`src/rtl/interrupt_acknowledge_responder_if.sv`:
```
`default_nettype none
// ============================================================================
// Module   : interrupt_acknowledge_responder_if
// Brief    : CPU-side INTA, status-read and ISR-control bundle for the responder
// Revision : 1.0 - initial release
// ============================================================================
interface interrupt_acknowledge_responder_if;
    logic       interrupt_acknowledge_n;
    logic       read_enable;
    logic       address_a0;
    logic       read_register_isr_or_irr;
    logic       auto_eoi_config;
    logic [4:0] interrupt_vector_address;
    logic [7:0] highest_priority_request;
    logic [7:0] interrupt_request_register;
    logic [7:0] in_service_register;
    logic [7:0] interrupt_mask;
    logic [7:0] data_bus_out;
    logic       data_bus_out_enable;
    logic [7:0] latch_in_service;
    logic [7:0] end_of_acknowledge_auto_eoi;
    logic       freeze_request;

    modport master (
        output interrupt_acknowledge_n, read_enable, address_a0,
               read_register_isr_or_irr, auto_eoi_config, interrupt_vector_address,
               highest_priority_request, interrupt_request_register,
               in_service_register, interrupt_mask,
        input  data_bus_out, data_bus_out_enable, latch_in_service,
               end_of_acknowledge_auto_eoi, freeze_request
    );

    modport slave (
        input  interrupt_acknowledge_n, read_enable, address_a0,
               read_register_isr_or_irr, auto_eoi_config, interrupt_vector_address,
               highest_priority_request, interrupt_request_register,
               in_service_register, interrupt_mask,
        output data_bus_out, data_bus_out_enable, latch_in_service,
               end_of_acknowledge_auto_eoi, freeze_request
    );
endinterface
`default_nettype wire

```
`src/rtl/interrupt_acknowledge_responder.sv`:
```
`default_nettype none
// ============================================================================
// Module   : interrupt_acknowledge_responder
// Brief    : Answers the two-pulse 8086 INTA sequence and IRR/ISR/IMR reads
// Revision : 1.0 - initial release
// ============================================================================
module interrupt_acknowledge_responder #(
    parameter logic [2:0] SPURIOUS_LEVEL = 3'd7
) (
    input  wire logic                         clk,
    input  wire logic                         write_initial_command_word_1_reset,
    interrupt_acknowledge_responder_if.slave  bus
);

    typedef enum logic [1:0] {
        ACK_IDLE   = 2'd0,
        ACK_FIRST  = 2'd1,
        ACK_GAP    = 2'd2,
        ACK_SECOND = 2'd3
    } ack_state_t;

    ack_state_t r_state;
    logic       r_inta_prev;
    logic [7:0] r_acknowledged_level;
    logic [7:0] r_latch_in_service;
    logic [7:0] r_end_of_acknowledge_auto_eoi;
    logic       r_freeze_request;

    logic       w_inta_assert;
    logic       w_inta_release;
    logic [7:0] w_data_bus_out;
    logic       w_data_bus_out_enable;

    assign w_inta_assert  =  r_inta_prev & ~bus.interrupt_acknowledge_n;
    assign w_inta_release = ~r_inta_prev &  bus.interrupt_acknowledge_n;

    // Highest set bit wins; an empty level means the acknowledge was spurious.
    function automatic logic [2:0] encode_level(input logic [7:0] level);
        logic [2:0] idx;
        idx = SPURIOUS_LEVEL;
        for (int i = 0; i < 8; i++) begin
            if (level[i]) idx = 3'(i);
        end
        return idx;
    endfunction

    always_ff @(negedge clk or posedge write_initial_command_word_1_reset) begin
        if (write_initial_command_word_1_reset) begin
            r_state                       <= ACK_IDLE;
            r_inta_prev                   <= 1'b1;
            r_acknowledged_level          <= 8'h00;
            r_latch_in_service            <= 8'h00;
            r_end_of_acknowledge_auto_eoi <= 8'h00;
            r_freeze_request              <= 1'b0;
        end else begin
            r_inta_prev                   <= bus.interrupt_acknowledge_n;
            r_latch_in_service            <= 8'h00;
            r_end_of_acknowledge_auto_eoi <= 8'h00;
            case (r_state)
                ACK_IDLE: begin
                    if (w_inta_assert) begin
                        r_state              <= ACK_FIRST;
                        r_acknowledged_level <= bus.highest_priority_request;
                        r_latch_in_service   <= bus.highest_priority_request;
                        r_freeze_request     <= 1'b1;
                    end
                end
                ACK_FIRST: begin
                    if (w_inta_release) r_state <= ACK_GAP;
                end
                ACK_GAP: begin
                    if (w_inta_assert) r_state <= ACK_SECOND;
                end
                ACK_SECOND: begin
                    if (w_inta_release) begin
                        r_state          <= ACK_IDLE;
                        r_freeze_request <= 1'b0;
                        if (bus.auto_eoi_config && (r_acknowledged_level != 8'h00))
                            r_end_of_acknowledge_auto_eoi <= r_acknowledged_level;
                    end
                end
                default: begin
                    r_state          <= ACK_IDLE;
                    r_freeze_request <= 1'b0;
                end
            endcase
        end
    end

    // The vector phase owns the bus; status reads only while idle with INTA high.
    always_comb begin
        w_data_bus_out        = 8'h00;
        w_data_bus_out_enable = 1'b0;
        if ((r_state == ACK_SECOND) && !bus.interrupt_acknowledge_n) begin
            w_data_bus_out_enable = 1'b1;
            w_data_bus_out        = {bus.interrupt_vector_address,
                                     encode_level(r_acknowledged_level)};
        end else if ((r_state == ACK_IDLE) && bus.interrupt_acknowledge_n && bus.read_enable) begin
            w_data_bus_out_enable = 1'b1;
            if (bus.address_a0)
                w_data_bus_out = bus.interrupt_mask;
            else if (bus.read_register_isr_or_irr)
                w_data_bus_out = bus.in_service_register;
            else
                w_data_bus_out = bus.interrupt_request_register;
        end
    end

    assign bus.data_bus_out                = w_data_bus_out;
    assign bus.data_bus_out_enable         = w_data_bus_out_enable;
    assign bus.latch_in_service            = r_latch_in_service;
    assign bus.end_of_acknowledge_auto_eoi = r_end_of_acknowledge_auto_eoi;
    assign bus.freeze_request              = r_freeze_request;

endmodule
`default_nettype wire
```
`src/flat_wrapper.sv`:
```
// flat-port wrapper written by rule: the top's interface ports become plain ports
module interrupt_acknowledge_responder_flat 
#(
    parameter logic [2:0] SPURIOUS_LEVEL = 3'd7
)
  (clk, write_initial_command_word_1_reset, bus_interrupt_acknowledge_n, bus_read_enable, bus_address_a0, bus_read_register_isr_or_irr, bus_auto_eoi_config, bus_interrupt_vector_address, bus_highest_priority_request, bus_interrupt_request_register, bus_in_service_register, bus_interrupt_mask, bus_data_bus_out, bus_data_bus_out_enable, bus_latch_in_service, bus_end_of_acknowledge_auto_eoi, bus_freeze_request);
  interrupt_acknowledge_responder_if bus_i ();
  input  wire logic clk;
  input  wire logic write_initial_command_word_1_reset;
  input wire logic [$bits(bus_i.interrupt_acknowledge_n)-1:0] bus_interrupt_acknowledge_n;
  input wire logic [$bits(bus_i.read_enable)-1:0] bus_read_enable;
  input wire logic [$bits(bus_i.address_a0)-1:0] bus_address_a0;
  input wire logic [$bits(bus_i.read_register_isr_or_irr)-1:0] bus_read_register_isr_or_irr;
  input wire logic [$bits(bus_i.auto_eoi_config)-1:0] bus_auto_eoi_config;
  input wire logic [$bits(bus_i.interrupt_vector_address)-1:0] bus_interrupt_vector_address;
  input wire logic [$bits(bus_i.highest_priority_request)-1:0] bus_highest_priority_request;
  input wire logic [$bits(bus_i.interrupt_request_register)-1:0] bus_interrupt_request_register;
  input wire logic [$bits(bus_i.in_service_register)-1:0] bus_in_service_register;
  input wire logic [$bits(bus_i.interrupt_mask)-1:0] bus_interrupt_mask;
  output wire logic [$bits(bus_i.data_bus_out)-1:0] bus_data_bus_out;
  output wire logic [$bits(bus_i.data_bus_out_enable)-1:0] bus_data_bus_out_enable;
  output wire logic [$bits(bus_i.latch_in_service)-1:0] bus_latch_in_service;
  output wire logic [$bits(bus_i.end_of_acknowledge_auto_eoi)-1:0] bus_end_of_acknowledge_auto_eoi;
  output wire logic [$bits(bus_i.freeze_request)-1:0] bus_freeze_request;
  assign bus_i.interrupt_acknowledge_n = bus_interrupt_acknowledge_n;
  assign bus_i.read_enable = bus_read_enable;
  assign bus_i.address_a0 = bus_address_a0;
  assign bus_i.read_register_isr_or_irr = bus_read_register_isr_or_irr;
  assign bus_i.auto_eoi_config = bus_auto_eoi_config;
  assign bus_i.interrupt_vector_address = bus_interrupt_vector_address;
  assign bus_i.highest_priority_request = bus_highest_priority_request;
  assign bus_i.interrupt_request_register = bus_interrupt_request_register;
  assign bus_i.in_service_register = bus_in_service_register;
  assign bus_i.interrupt_mask = bus_interrupt_mask;
  assign bus_data_bus_out = bus_i.data_bus_out;
  assign bus_data_bus_out_enable = bus_i.data_bus_out_enable;
  assign bus_latch_in_service = bus_i.latch_in_service;
  assign bus_end_of_acknowledge_auto_eoi = bus_i.end_of_acknowledge_auto_eoi;
  assign bus_freeze_request = bus_i.freeze_request;
  interrupt_acknowledge_responder #(.SPURIOUS_LEVEL(SPURIOUS_LEVEL)) u_core (.clk(clk), .write_initial_command_word_1_reset(write_initial_command_word_1_reset), .bus(bus_i));
endmodule
```
`config.mk`:
```
export PLATFORM = sky130hd
export DESIGN_NAME = interrupt_acknowledge_responder_flat
export DESIGN_NICKNAME = d
export VERILOG_FILES = /design/src/rtl/interrupt_acknowledge_responder_if.sv /design/src/rtl/interrupt_acknowledge_responder.sv /design/src/flat_wrapper.sv
export SDC_FILE = /design/constraint.sdc
export NUM_CORES = 1
export LEC_CHECK = 0
export ABC_CLOCK_PERIOD_IN_PS = 3500
export BUFFER_PORTS_ARGS = -buffer_cell sky130_fd_sc_hd__buf_4
export CORE_ASPECT_RATIO = 0.8
export CORE_MARGIN = 5
export CORE_UTILIZATION = 25
export DETAILED_ROUTE_END_ITERATION = 16
export PLACE_DENSITY_LB_ADDON = 0.15
export SLEW_MARGIN = 10
export SYNTH_ARGS = -nofsm -noshare
export SYNTH_HDL_FRONTEND = slang
export SYNTH_SLANG_ARGS = --single-unit
export TNS_END_PERCENT = 100
```
`constraint.sdc`:
```
create_clock -name clk -period 3.5 [get_ports clk]
set_input_delay 0.175 -clock clk [delete_from_list [all_inputs] [get_ports clk]]
set_output_delay 0.175 -clock clk [all_outputs]
set_load 0.05 [all_outputs]
```
---- After elaboration in Yosys (flattened, before gate mapping) ----
Index checks and enable logic that the tools add are counted.
storage, ports and cells
  word-level logic and storage cells ...... 55
  input bits .............................. 44
  register bits after elaboration ......... 28
  output and inout port bits .............. 26
cells by class
  bitwise gates (word level) .............. 4
  eq/ne operators ......................... 7
  muxes and demuxes ....................... 27
  reductions and logical operators ........ 11
operators with widths
  kind                  count
  $mux W8               9
  $mux W3               8
  $mux W2               4
  $ne A2 B1 Y1 const B  4
  $pmux W2 S4           1
  $reduce_bool A8 Y1    1
  $eq A2 B2 Y1 const B  2
  $logic_and A1 B1 Y1   4
  $mux W1               4
  $reduce_and A4 Y1     1
  $reduce_and A3 Y1     1
  $and A1 B1 Y1         2
  $eq A2 B1 Y1 const B  1
  $logic_not A2 Y1      1
  $not A1 Y1            2
  $pmux W1 S2           1
  $reduce_and A2 Y1     1
  $reduce_bool A2 Y1    1
  $logic_not A1 Y1      1

---- Longest topological paths before layout ----
Gate-level depths: netlist of the first run.
  depth in word-level cells ............... 9
  depth in mapped cells ................... 6
  gate-level depth less buffers ........... 6

==> flow_summary.json, run 1 <==
{
  "vdd_drop_max_mv": 0.272,
  "htree_levels": 1,
  "synth_cells": 143,
  "worstMarginPinSlew_ns": 0.438,
  "placed_cell_area_um2": 2080,
  "die_h_um": 77.6,
  "dr.pass1.iters": 4,
  "swShare": 0.405,
  "via_count": 1319,
  "multi_input_area_um2": 719,
  "cp.required_ns": 3.32,
  "worstPathMaxFanout": 9,
  "dominantRegCellSynth": "dfrtn_1",
  "dp_hpwl_um": 2990,
  "num-fill-cells": 548,
  "maxCapViolations": 0,
  "path_clk_slew_ns": 0.06,
  "clock_sinks": 28,
  "p_per_area_nw_per_um2": 612,
  "rsz0062_at_grt": "true",
  "crit_type": "reg2out",
  "syn_nets": 191,
  "synth-edff-count": 0,
  "async_reset_ff_frac": 1.00,
  "grt_pass1_wl_um": 6010,
  "nets": 273,
  "synth_cell_types": 33,
  "finalClockSkew_ns": 0.0524,
  "ys_seq_area_frac": 0.492,
  "fp.dieArea_um2": 7330,
  "core_area_um2": 5500,
  "share_comb_of_total_power": 0.535,
  "ys_ff_latch": 28,
  "holdWs_ns": 0.494,
  "num_rows": 24,
  "drt_wl_total_um": 3930,
  "wl_per_cell_um": 13.0,
  "tns_ns": -0.0321,
  "place_ws_ns": 0.0701,
  "fin_area_um2": 2250,
  "drc": 0,
  "avgSynthCellArea_um2": 9.97,
  "setup_viol": 3,
  "viasPerCell": 4.37,
  "drtIter0Drc": 72,
  "layout_setup_ws_ns": -0.0186,
  "utilization": 0.410,
  "overflow": 0,
  "start_util": 0.260,
  "antenna_cells": 0,
  "violations": "negative setup slack",
  "cp-start-kind": "register",
  "ctsRootBufferMaster": "clkbuf_8",
  "ctsHoldBuffers": 0,
  "die_w_um": 94.5,
  "hp-class": "reg2reg",
  "timing.critical_path.arrival_ns": 3.34,
  "drive_gt1_frac": 0.482,
  "clk_latency_ns": 0.33,
  "pwr-share-seq": 0.335,
  "clock_path_buffers": 2,
  "endpoint_kind": "output pin",
  "rrSetupSlack_ns": 1.64,
  "ant_nets": 0,
  "hold_viol_final": 0,
  "netlist_area_um2": 1430,
  "p_int_mw": 0.820,
  "clock_power_share": 0.130,
  "drv_slew": 0,
  "cts_inserted_buffers": 3,
  "grtUsageTotal": 0.100,
  "p_leak_nw": 1.12,
  "place_congestion": 0.723,
  "grt_antenna_before_repair": 0,
  "yosysWarningCount": 0,
  "synthToLayoutAreaGrowth_pct": 57.8,
  "p_sw_mw": 0.558,
  "grt_pass1_vias": 1278,
  "ios": 70,
  "final-seq-area_um2": 702,
  "outcome": "finished, violations left",
  "io_buffers": 69,
  "max_slew_margin": 0.708,
  "grt_max_degree": 19,
  "tritoncts": "done"
}
flip-flops by register name (all words and copies together) (netlist names):
signal,cells
u_core.bus.end_of_acknowledge_auto_eoi,8
u_core.bus.latch_in_service,8
u_core.r_acknowledged_level,8
u_core.r_state,2
u_core.bus.freeze_request,1
u_core.r_inta_prev,1
layout make-up:
type / count / share of cell area
clock inverters: 2 / 0.00334
clock buffers: 3 / 0.0183
multi-input cells: 102 / 0.320
repair buffers: 82 / 0.292
flip-flops and latches: 28 / 0.312
well taps: 78 / 0.0434
inverters: 7 / 0.0117
worst paths after layout:
path                                                     from                                   endpoint  depth (start not counted)
setup reg to reg                            u_core.r_state[0]                          u_core.r_state[1]                          7
min in group asynchronous  write_initial_command_word_1_reset  u_core.bus.end_of_acknowledge_auto_eoi[6]                          2
hold / removal                 u_core.r_acknowledged_level[1]  u_core.bus.end_of_acknowledge_auto_eoi[1]                          1
setup / recovery                            u_core.r_state[0]                        bus_data_bus_out[0]                          6
hold reg to reg                u_core.r_acknowledged_level[1]  u_core.bus.end_of_acknowledge_auto_eoi[1]                          1
max in group asynchronous  write_initial_command_word_1_reset             u_core.r_acknowledged_level[6]                          3
power groups by stage:
stage	logic (mW)	registers (mW)	clock network, mW
3_5_place_dp	0.659	0.472	0.00358
3_3_place_gp	0.664	0.472	0.00358
4_1_cts	0.723	0.460	0.191
6_report	0.738	0.461	0.179
5_1_grt	0.806	0.474	0.202
2_1_floorplan	0.395	0.517	0.00358
cell usage in the layout, fill, tap and decap left out, types with 2 or more instances in the layout:
master    instances
nor2_1           13
inv_1             8
ha_2              2
o21bai_1          2
ha_1              2
nand2_1           8
o21ai_1           3
nor3_1            4
o21ai_0           2
mux2_2            6
nor4_1            2
and2_1           16
buf_6            11
o21ai_2           7
buf_4            71
clkbuf_8          3
mux2i_1           8
dfrtn_1          27
a21oi_1          11
synth_stat cells (2+ instances only):
cell type | number | area share
nor2_1 | 13 | 0.034
dfrtn_1 | 27 | 0.47
inv_1 | 8 | 0.021
nor4_1 | 2 | 0.0088
o21ai_1 | 3 | 0.011
and2_1 | 16 | 0.070
o21bai_1 | 2 | 0.011
mux2_2 | 6 | 0.047
a21oi_1 | 11 | 0.039
mux2i_1 | 8 | 0.056
o21ai_0 | 9 | 0.032
nor3_1 | 4 | 0.014
buf_2 | 3 | 0.011
ha_1 | 4 | 0.035
nand2_1 | 8 | 0.021
or4_1 | 2 | 0.011
worst max-delay path, stage by stage, from the launching register on:
cell and delay [ns]:
dfrtn_1 0.38, inv_1 0.14, ha_2 0.20, nand3_1 0.08, buf_6 0.16, o22ai_2 0.18
buf_6 0.18
kinds of logic (layout without fill, tap and decap cells):
kind of cell | count (synthesis) | after routing | share of synthesized area
buffers and inverters | 13 | 94 | 0.0421
AND/OR/NAND/NOR | 51 | 51 | 0.192
multiplexers | 14 | 14 | 0.104
AO/OA/AOI/OAI | 33 | 33 | 0.135
adder cells (fa/ha/maj) | 4 | 4 | 0.0351
flip-flops | 28 | 28 | 0.492
metal layers:
layer / global-route usage / routed length, um / vias up
li1: - / - / 655
met1: 0.136 / 1760 / 589
met2: 0.157 / 1670 / 73
met3: 0.0319 / 493 / 2
met4: 0.0216 / 12 / 0
met5: 0 / 0 / -
metrics by stage:
stage                     cells  power [mW]
after floorplan             143       0.915
after global placement      293        1.14
after detailed placement    293        1.13
after CTS                   302        1.37
after global routing        302        1.48
final                       302        1.38
timing repair:
action                                  in CTS  in global routing
setup buffers                                5                  0
cloned                                       0                  0
pin swaps                                    1                  0
resized for setup                           14                 10
endpoints found under the setup margin       9                  9
No activity file was read; power rests on OpenSTA's default activity.
==> run 2, diff against run 1 <==
PLACE_DENSITY_LB_ADDON = unset   (was 0.15)
==> run 2 against run 1 <==
  * The run still ends with negative setup slack left
  * Clock skew barely moved
  * Global-route usage fell by 0.20 points
  * First-iteration DRC count fell by 33%
  * Die area did not move
  * Sequential power rose by 3%
  * Setup slack improved by 0.017 ns
  * Hold slack barely moved
  * Sequential share of layout area fell by 0.16 points
  * Via count fell by 1.4%
  * Critical path depth did not move
  * Total power rose by 0.39%
  * Clock power barely moved
  * Largest cell class unchanged
  * Largest power group unchanged
==> flow_summary.json, run 2 (same netlist as run 1, synthesis figures left out) <==
{
  "tns_ns": -0.00146,
  "p_sw_mw": 0.568,
  "cp-start-kind": "register",
  "place_congestion": 0.858,
  "synthToLayoutAreaGrowth_pct": 58.6,
  "wl_per_cell_um": 12.9,
  "grt_pass1_vias": 1253,
  "outcome": "finished, violations left",
  "layout_commonest_cell": "buf_4",
  "tritoncts": "done",
  "violations": "negative setup slack",
  "timing.critical_path.arrival_ns": 3.33,
  "nets": 272,
  "drive_gt1_frac": 0.507,
  "p_leak_nw": 1.11,
  "core_area_um2": 5500,
  "via_count": 1300,
  "cts_inserted_buffers": 3,
  "regToRegStartpoint": "u_core.r_state[1]",
  "drc": 0,
  "swShare": 0.410,
  "cp_common_cell": "buf_6",
  "cp.required_ns": 3.32,
  "worstPathMaxFanout": 6,
  "clock_path_buffers": 2,
  "critPathTopFamily": "flip-flops",
  "clk_latency_ns": 0.33,
  "grtUsageTotal": 0.0984,
  "clock_sinks": 28,
  "grt_pass1_wl_um": 5860,
  "utilization": 0.412,
  "worstMarginPinSlew_ns": 0.638,
  "drtIter0Drc": 48,
  "die_h_um": 77.6,
  "final_cell_mix": "70 x buf_4, 27 x dfrtn_1, 16 x and2_1, 13 x nor2_1, 11 x a21oi_1",
  "ant_nets": 0,
  "die_w_um": 94.5,
  "antenna_cells": 0,
  "p_per_area_nw_per_um2": 612,
  "cp-startpoint": "u_core.r_state[0]",
  "io_buffers": 69,
  "vdd_drop_max_mv": 0.249,
  "htree_levels": 1,
  "fp.dieArea_um2": 7330,
  "crit_buf_inv": 2,
  "p_int_mw": 0.816,
  "max_stage_delay_ns": 0.47,
  "grt_antenna_before_repair": 0,
  "finalClockSkew_ns": 0.0525,
  "hold_viol_final": 0,
  "rsz0062_at_grt": "true",
  "maxCapViolations": 0,
  "pwr-share-seq": 0.343,
  "start_util": 0.260,
  "drv_slew": 0,
  "path_clk_slew_ns": 0.06,
  "layout_setup_ws_ns": -0.00146,
  "crit_type": "reg2out",
  "clock_power_share": 0.128,
  "dr.pass1.iters": 4,
  "hp-class": "reg2reg",
  "setup_viol": 1,
  "grt_max_degree": 17,
  "endpoint_kind": "output pin",
  "ios": 70,
  "dp_hpwl_um": 2980,
  "cpMaxStageDelayCell": "dfrtn_1",
  "worstPathCellList": "ha_2, nor2b_4, buf_6, nand2_2, o21ai_2, buf_6",
  "overflow": 0,
  "num_rows": 24,
  "max_slew_margin": 0.574,
  "num-fill-cells": 537,
  "viasPerCell": 4.32,
  "ctsRootBufferMaster": "clkbuf_8",
  "min-delay-start": "u_core.r_acknowledged_level[1]",
  "share_comb_of_total_power": 0.529,
  "drt_wl_total_um": 3880
}
[run 2: cell types whose count changed in the layout (fill, tap and decap cells not counted), moves of 2 or more]
cell and delta:
buf_6 -2, inv_1 -2, inv_2 +2, nand2_1 -6, nand2_2 +6, o21ai_1 +2
o21ai_2 -2
[run 2: final timing paths]
path                                                             end  slack (ns)  cells past startpoint
min                        u_core.bus.end_of_acknowledge_auto_eoi[1]        0.49                      1
max                                              bus_data_bus_out[6]      -0.001                      6
max in group asynchronous             u_core.r_acknowledged_level[0]        1.30                      3
min reg2reg                u_core.bus.end_of_acknowledge_auto_eoi[1]        0.49                      1
min in group asynchronous  u_core.bus.end_of_acknowledge_auto_eoi[0]        1.62                      2
max reg2reg                                        u_core.r_state[1]        1.62                      7
[run 2: timing repair]
item,in CTS,in global routing
endpoints found under the hold margin,0,0
hold buffers,0,0
pin swaps,2,4
gates resized for setup,12,19
endpoints found under the setup margin,9,9
cloned,0,1
setup buffers,5,1
[run 2: through the flow]
step / std cells / instance area, um^2 / hold slack, ns / setup WS (ns) / total power [mW]
6_report: 301 / 2260 / 0.494 / -0.00146 / 1.38
5_1_grt: 301 / 2260 / 0.515 / -0.0649 / 1.47
4_1_cts: 299 / 2190 / 0.497 / -0.00684 / 1.35
3_5_place_dp: 290 / 2060 / 0.496 / 0.0960 / 1.11
3_3_place_gp: 290 / 2060 / 0.480 / 0.137 / 1.10
2_1_floorplan: 143 / 1440 / 0.459 / -0.164 / 0.915
[run 2: layer usage]
metal  global-route usage  routed length [um]  share of wire
met5                    0                   0              0
met3               0.0387                 377          0.097
met2                0.161                1720           0.44
met4              0.00865                  29         0.0075
met1                0.128                1750           0.45
[run 2: layout make-up]
type	instances	area, um^2	share of cell area
multi-input combinational	103	746	0.330
sequential	28	702	0.310
timing repair buffer	80	642	0.284
tap	78	97.6	0.0431
clock buffer	4	45.0	0.0199
inverter	7	26.3	0.0116
clock inverter	1	3.75	0.00166
[run 2: power by group through the flow]
stage	registers, mW	clock network (mW)	logic, mW
after global placement	0.487	0.00358	0.609
after global routing	0.487	0.199	0.788
after detailed placement	0.489	0.00358	0.615
after CTS	0.472	0.186	0.695
after floorplan	0.517	0.00358	0.395
final	0.474	0.177	0.732
